<file path="src/rtl/nfc_po_latch_sequencer.sv">
// nfc_po_latch_sequencer
//   Drives the SDR physical-output vectors for NAND command latch, address
//   latch and data-input cycles. One byte is accepted per valid/ready
//   handshake. The block then walks it through setup, WE-low, WE-high and
//   optional hold phases. Phase lengths are set in system-clock cycles.
//
// Ports
//   iSystemClock, iModuleResetN       clock, async active-low reset
//   iTargetWay[NumberOfWays]          way select (multi-hot = broadcast)
//   iCmdValid/iCmdType/iCmdData/iCmdLast, oCmdReady   request handshake
//   oBusy                             sequencing or session open
//   oPO_*                             per-cycle vectors to the ODDR stage
//   oDQOutEnable, oDQSOutEnable       pad driver enables
//
// state  | meaning
// IDLE   | ready for a byte; a session (CE low) may still be open
// SETUP  | CE/CLE/ALE/DQ driven, WE high (tCLS/tALS/tDS)
// WLOW   | WE low (tWP)
// WHIGH  | WE high, data held (tWH/tDH)
// HOLD   | last byte done, outputs held before CE release (tCH)
// CLOSE  | one CE-high gap before switching to a different way
module nfc_po_latch_sequencer #(
  parameter int NumberOfWays = 4,
  parameter int SetupCycles  = 1,
  parameter int WPCycles     = 2,
  parameter int WHCycles     = 2,
  parameter int HoldCycles   = 1
) (
  input  logic                      iSystemClock,
  input  logic                      iModuleResetN,
  input  logic [NumberOfWays-1:0]   iTargetWay,
  input  logic                      iCmdValid,
  input  logic [1:0]                iCmdType,
  input  logic [7:0]                iCmdData,
  input  logic                      iCmdLast,
  output logic                      oCmdReady,
  output logic                      oBusy,
  output logic [2*NumberOfWays-1:0] oPO_ChipEnable,
  output logic [3:0]                oPO_WriteEnable,
  output logic [3:0]                oPO_ReadEnable,
  output logic [3:0]                oPO_AddressLatchEnable,
  output logic [3:0]                oPO_CommandLatchEnable,
  output logic [31:0]               oPO_DQ,
  output logic [7:0]                oPO_DQStrobe,
  output logic                      oDQOutEnable,
  output logic                      oDQSOutEnable
);

  localparam int Max1   = (SetupCycles > WPCycles) ? SetupCycles : WPCycles;
  localparam int Max2   = (WHCycles > HoldCycles) ? WHCycles : HoldCycles;
  localparam int MaxCyc = (Max1 > Max2) ? Max1 : Max2;
  localparam int CntW   = (MaxCyc > 1) ? $clog2(MaxCyc) : 1;

  // Counter holds "cycles remaining minus one" so a phase ends at zero.
  localparam logic [CntW-1:0] CntSetup = CntW'(SetupCycles - 1);
  localparam logic [CntW-1:0] CntWp    = CntW'(WPCycles - 1);
  localparam logic [CntW-1:0] CntWh    = CntW'(WHCycles - 1);
  localparam logic [CntW-1:0] CntHold  = CntW'(HoldCycles - 1);

  typedef enum logic [2:0] {
    S_IDLE, S_SETUP, S_WLOW, S_WHIGH, S_HOLD, S_CLOSE
  } state_t;

  state_t                  r_state, w_state_nxt;
  logic [CntW-1:0]         r_cnt, w_cnt_nxt;
  logic [1:0]              r_type, w_type_nxt;
  logic [7:0]              r_byte, w_byte_nxt;
  logic [NumberOfWays-1:0] r_way_req, w_way_req_nxt;
  logic                    r_last, w_last_nxt;
  logic                    r_pend, w_pend_nxt;
  logic                    r_sess, w_sess_nxt;
  logic [NumberOfWays-1:0] r_sess_way, w_sess_way_nxt;

  logic [NumberOfWays-1:0] r_ce_n, w_ce_n_nxt;
  logic                    r_we_n, w_we_n_nxt;
  logic                    r_cle, w_cle_nxt;
  logic                    r_ale, w_ale_nxt;
  logic [7:0]              r_dq, w_dq_nxt;
  logic                    r_dqoe, w_dqoe_nxt;
  logic                    r_ready, w_ready_nxt;
  logic                    r_busy, w_busy_nxt;

  // A bus cycle starts either straight from IDLE (live request) or after
  // the way-change gap (request latched earlier).
  logic                    w_setup_en;
  logic [1:0]              w_src_type;
  logic [7:0]              w_src_byte;
  logic [NumberOfWays-1:0] w_src_way;

  assign w_src_type = (r_state == S_CLOSE) ? r_type    : iCmdType;
  assign w_src_byte = (r_state == S_CLOSE) ? r_byte    : iCmdData;
  assign w_src_way  = (r_state == S_CLOSE) ? r_way_req : iTargetWay;

  always_comb begin
    w_state_nxt    = r_state;
    w_cnt_nxt      = r_cnt;
    w_type_nxt     = r_type;
    w_byte_nxt     = r_byte;
    w_way_req_nxt  = r_way_req;
    w_last_nxt     = r_last;
    w_pend_nxt     = r_pend;
    w_sess_nxt     = r_sess;
    w_sess_way_nxt = r_sess_way;
    w_ce_n_nxt     = r_ce_n;
    w_we_n_nxt     = r_we_n;
    w_cle_nxt      = r_cle;
    w_ale_nxt      = r_ale;
    w_dq_nxt       = r_dq;
    w_dqoe_nxt     = r_dqoe;
    w_setup_en     = 1'b0;

    case (r_state)
      S_IDLE: begin
        if (iCmdValid) begin
          w_type_nxt    = iCmdType;
          w_byte_nxt    = iCmdData;
          w_way_req_nxt = iTargetWay;
          w_last_nxt    = iCmdLast;
          if (iCmdType == 2'b11) begin
            // Reserved type: no bus cycle, but may close an open session.
            if (iCmdLast && r_sess) begin
              w_state_nxt = S_HOLD;
              w_cnt_nxt   = CntHold;
            end
          end else if (r_sess && (iTargetWay != r_sess_way)) begin
            w_state_nxt = S_HOLD;
            w_cnt_nxt   = CntHold;
            w_pend_nxt  = 1'b1;
          end else begin
            w_setup_en = 1'b1;
          end
        end
      end
      S_SETUP: begin
        if (r_cnt == '0) begin
          w_state_nxt = S_WLOW;
          w_cnt_nxt   = CntWp;
          w_we_n_nxt  = 1'b0;
        end else begin
          w_cnt_nxt = r_cnt - 1'b1;
        end
      end
      S_WLOW: begin
        if (r_cnt == '0) begin
          w_state_nxt = S_WHIGH;
          w_cnt_nxt   = CntWh;
          w_we_n_nxt  = 1'b1;
        end else begin
          w_cnt_nxt = r_cnt - 1'b1;
        end
      end
      S_WHIGH: begin
        if (r_cnt == '0) begin
          if (r_last) begin
            w_state_nxt = S_HOLD;
            w_cnt_nxt   = CntHold;
          end else begin
            // Session stays open: CE and DQ remain, latch enables drop.
            w_state_nxt = S_IDLE;
            w_cle_nxt   = 1'b0;
            w_ale_nxt   = 1'b0;
          end
        end else begin
          w_cnt_nxt = r_cnt - 1'b1;
        end
      end
      S_HOLD: begin
        if (r_cnt == '0) begin
          w_ce_n_nxt  = '1;
          w_cle_nxt   = 1'b0;
          w_ale_nxt   = 1'b0;
          w_dqoe_nxt  = 1'b0;
          w_sess_nxt  = 1'b0;
          w_state_nxt = r_pend ? S_CLOSE : S_IDLE;
        end else begin
          w_cnt_nxt = r_cnt - 1'b1;
        end
      end
      S_CLOSE: begin
        w_pend_nxt = 1'b0;
        w_setup_en = 1'b1;
      end
      default: w_state_nxt = S_IDLE;
    endcase

    if (w_setup_en) begin
      w_state_nxt    = S_SETUP;
      w_cnt_nxt      = CntSetup;
      w_sess_nxt     = 1'b1;
      w_sess_way_nxt = w_src_way;
      w_ce_n_nxt     = ~w_src_way;
      w_cle_nxt      = (w_src_type == 2'b00);
      w_ale_nxt      = (w_src_type == 2'b01);
      w_dq_nxt       = w_src_byte;
      w_dqoe_nxt     = 1'b1;
      w_we_n_nxt     = 1'b1;
    end

    w_ready_nxt = (w_state_nxt == S_IDLE);
    w_busy_nxt  = (w_state_nxt != S_IDLE) || w_sess_nxt;
  end

  always_ff @(posedge iSystemClock or negedge iModuleResetN) begin
    if (!iModuleResetN) begin
      r_state    <= S_IDLE;
      r_cnt      <= '0;
      r_type     <= 2'b00;
      r_byte     <= 8'h00;
      r_way_req  <= '0;
      r_last     <= 1'b0;
      r_pend     <= 1'b0;
      r_sess     <= 1'b0;
      r_sess_way <= '0;
      r_ce_n     <= '1;
      r_we_n     <= 1'b1;
      r_cle      <= 1'b0;
      r_ale      <= 1'b0;
      r_dq       <= 8'h00;
      r_dqoe     <= 1'b0;
      r_ready    <= 1'b1;
      r_busy     <= 1'b0;
    end else begin
      r_state    <= w_state_nxt;
      r_cnt      <= w_cnt_nxt;
      r_type     <= w_type_nxt;
      r_byte     <= w_byte_nxt;
      r_way_req  <= w_way_req_nxt;
      r_last     <= w_last_nxt;
      r_pend     <= w_pend_nxt;
      r_sess     <= w_sess_nxt;
      r_sess_way <= w_sess_way_nxt;
      r_ce_n     <= w_ce_n_nxt;
      r_we_n     <= w_we_n_nxt;
      r_cle      <= w_cle_nxt;
      r_ale      <= w_ale_nxt;
      r_dq       <= w_dq_nxt;
      r_dqoe     <= w_dqoe_nxt;
      r_ready    <= w_ready_nxt;
      r_busy     <= w_busy_nxt;
    end
  end

  assign oCmdReady              = r_ready;
  assign oBusy                  = r_busy;
  assign oPO_ChipEnable         = {r_ce_n, r_ce_n};
  assign oPO_WriteEnable        = {4{r_we_n}};
  assign oPO_ReadEnable         = 4'hF;
  assign oPO_AddressLatchEnable = {4{r_ale}};
  assign oPO_CommandLatchEnable = {4{r_cle}};
  assign oPO_DQ                 = {8'h00, r_dq, 8'h00, r_dq};
  assign oPO_DQStrobe           = 8'h00;
  assign oDQOutEnable           = r_dqoe;
  assign oDQSOutEnable          = 1'b0;

endmodule

</file>
<file path="config.mk">
export PLATFORM = sky130hd
export DESIGN_NAME = nfc_po_latch_sequencer
export DESIGN_NICKNAME = d
export VERILOG_FILES = /design/src/rtl/nfc_po_latch_sequencer.sv
export SDC_FILE = /design/constraint.sdc
export NUM_CORES = 1
export LEC_CHECK = 0
export ABC_AREA = 0
export CORE_ASPECT_RATIO = 1.5
export CORE_MARGIN = 2
export CORE_UTILIZATION = 50
export CTS_CLUSTER_DIAMETER = 50
export DETAILED_ROUTE_END_ITERATION = 6
export GPL_TIMING_DRIVEN = 0
export PLACE_DENSITY_LB_ADDON = 0.15
export SYNTH_ARGS = -nofsm -noshare
export SYNTH_HDL_FRONTEND = slang
export SYNTH_SLANG_ARGS = --single-unit
</file>
<file path="constraint.sdc">
create_clock -name iSystemClock -period 4.1 [get_ports iSystemClock]
set_input_delay 0.82 -clock iSystemClock [delete_from_list [all_inputs] [get_ports iSystemClock]]
set_output_delay 0.82 -clock iSystemClock [all_outputs]
set_load 0.01 [all_outputs]
</file>
==> summary.md <==
| Metric | Value |
|---|---|
| Outcome | finished clean |
| Drt total wl | approximately 6.3 mm |
| Post-CTS setup buffers | 0 |
| Ys async rst share | 100% |
| Actual slew at the worst max-slew pin | about 1300 ps |
| Placed insts | 450 |
| GRT overflow | 0 |
| Initial Util | between 50% and 60% |
| Final cycle utilization of the critical path | 63.6% |
| Critical Path Fanout Max | 10 |
| RSZ-0062 raised after global routing | false |
| Yosys top cell by area | dfrtp_1 |
| Net switching power | ~870 uW |
| Nets | roughly 410 |
| Register clock-pin slew on the reported worst setup and hold paths | ~90 ps |
| Drt first pass iters | 4 |
| Clock skew | roughly 8.2 ps |
| Area Growth Syn to Fin | 32.5% |
| WL/cell | 13.8 um |
| Setup CP Type | in -> reg |
| Top_reg_cell synth | dfrtp_1 |
| FF-to-FF setup slack | ~1900 ps |
| Synth cell types | 49 |
| PortBufs | 56 |
| Total clock sinks | 43 |
| Non-filler cells, final | around 460 |
| Share of the synthesized area in the top cell type | 34.3% |
| Num ports | 86 |
| Top cells by count, synth | nand2_1 (56), buf_4 (53), dfrtp_1 (37) |
| PwrDens | 648 nW/um2 |
| Crit path required time | 4330 ps |
| Most numerous cell in the Yosys netlist | nand2_1 |
| Die Ht | ~94 um |
| Post-DP HPWL | ~4.6 mm |
| Synth area leaders | dfrtp_1 (34%), buf_4 (15%), nand2_1 (7.8%) |
| Core ar. | 5160 um2 |
| Smallest hold slack | roughly 380 ps |
| Gate Count Post-Synth | roughly 300 |
| Largest net degree at the start of global routing | 35 |
| Lkg Pwr | roughly 1.7 nW |
| Initial drt markers | 93 |
| Hold Crit Class | in -> async |
| Initial antenna violation count | 0 |
| CTS tree | built |
| Max-cap viol count | 0 |
| Via count | approximately 2300 |
| Fill count | about 400 |
| Crit path DAT | 2830 ps |
| Worst R2R End | oBusy |
| Ant. Diodes | 0 |
| Setup crit end | r_ce_n[2] |
| Die W | between 60 and 70 um |
| Post-synthesis average cell area | about 9 um2 |
| Resize count post-CTS | 0 |
| Htree depth | 2 |
| Slew Limit Fails | 0 |
| # DRC | 0 |
| Clk Latency, worst-skew pair | 300 ps |
| Cts hold-fix bufs | 0 |
| Synth warn | 0 |
| First-pass GRT wire length | approximately 10 mm |
| Max Freq | between 300 and 400 MHz |
| All-Layer GR Usage | about 22% |
| Reg2Reg Depth | 5 |
| Post-synth EDFFs | 0 |
| Setup violators final | 0 |
| Area of the mapped netlist | between 2000 and 3000 um2 |
| Placed cell area | ~3500 um2 |
| Synth Register Bits | between 40 and 50 |
| Antenna-violating nets left | 0 |
| Row count | 32 |
| Die Area | 6020 um2 |
| Worst setup EP type | register |
| TritonCTS buffer count | 5 |
| Final Hold Vio Count | 0 |
| Setup TNS | 0 ps |
| Final design instance area without fill | approximately 3600 um2 |
| Relative max-transition margin | a little over an eighth |
| Root Driver | clkbuf_8 |
| Worst Setup SP | iTargetWay[3] |
| Min Clock Period, post-route | between 2000 and 3000 ps |
| Vias in the first global route | about 2300 |
| Internal Power | 1.45 mW |
| Flop pwr share | between 30% and 40% |
| Combinational share of power | a little over half |
| Switching share of power | a little under two fifths |
| Seq/Total Area, Yosys | between 40% and 50% |
| Share of cells above drive strength 1 | between 20% and 30% |
| VDD IR max | 0.319 mV |
| Routed vias/inst | between 5 and 6 |
| Worst R2R Start | r_state[0] |
| Clock buffer depth | 2 |
| GPL Wtd Cong | around 0.83 |
| Startpoint Class | input port |
| Clock share of power | roughly 15% |
-- worst max-delay path: stages --
cell and delay [ps]:
clkdlybuf4s50_1 480, xor2_1 190, o41ai_1 450, clkbuf_1 410, nand2_1 280, a2bb2oi_1 210
-- flip-flops by register name (all words and copies together), names as in the netlist, 2 cells and up --
name,flops
r_type,2
r_dq,8
r_state,3
r_byte,8
r_sess_way,4
r_ce_n,4
r_way_req,4
-- metrics by stage --
step / power (mW) / worst slack [ps] / utilization [%]
floorplan: 1.53 / 2050 / -
global placement: 1.93 / 1070 / 66.8
detailed placement: 1.97 / 1230 / 67.1
CTS: 2.32 / 1520 / 69.4
global route: 2.48 / 1380 / 69.4
finish: 2.32 / 1490 / 69.4
-- layout by cell type (no fill, tap or decap), types with 7 or more instances in the layout --
master,netlist,routed
a21oi_1,11,11
buf_4,53,53
clkbuf_1,10,10
clkdlybuf4s50_1,0,55
conb_1,2,29
dfrtp_1,37,37
nand2_1,56,56
nor2_1,7,7
nor3_1,7,7
o21ai_0,15,15
o31ai_1,10,10
-- how the worst min path moves through the flow --
| stage | from | depth (start not counted) | slack [ps] | endpoint |
|---|---|---|---|---|
| 2_1_floorplan | r_byte[2] | 2 | 440 | r_byte[2] |
| 3_3_place_gp | r_byte[2] | 2 | 460 | r_byte[2] |
| 3_5_place_dp | r_byte[3] | 2 | 460 | r_byte[3] |
| 4_1_cts | iModuleResetN | 1 | 380 | r_dq[7] |
| 5_1_grt | iModuleResetN | 1 | 390 | r_ale |
| 6_report | iModuleResetN | 1 | 380 | r_ale |
-- power by group through the flow --
stage          Sequential [mW]  Clock, mW  Combinational (mW)
6_report                 0.754      0.353                1.21
2_1_floorplan            0.752          0               0.776
5_1_grt                  0.779      0.375                1.33
4_1_cts                  0.752      0.353                1.21
3_3_place_gp             0.752          0                1.18
3_5_place_dp             0.760          0                1.21
-- layout make-up --
cell class              count  area (um2)  area share [%]
clock buffers               6        82.6            2.31
clock inverters             2        35.0           0.978
repair buffers             57         576            16.1
plain buffers              72         502            14.0
well taps                  68        85.1            2.38
inverters                   5        18.8           0.524
multi-input cells         205        1200            33.5
flip-flops and latches     43        1080            30.2
-- cells by family (layout without fill, tap and decap cells) --
kind of cell,count (synthesis),count (layout),synth area share (%)
DFF,43,43,40.1
and+or+nand+nor,104,104,21.2
xor gates and xnor gates,5,5,1.62
AOI/OAI and AO/OA,65,65,16.8
other,2,29,0.278
muxes,2,2,0.741
buffers and inverters,77,142,19.3
-- metal layers --
metal | share of wire, % | up-vias | GRT usage, %
li1 | - | 1133 | -
met1 | 40 | 1102 | 25.0
met2 | 53 | 68 | 40.2
met3 | 4.6 | 9 | 3.48
met4 | 1.5 | 0 | 9.60
met5 | 0 | - | 0
Power figures use the tool's default switching activity.
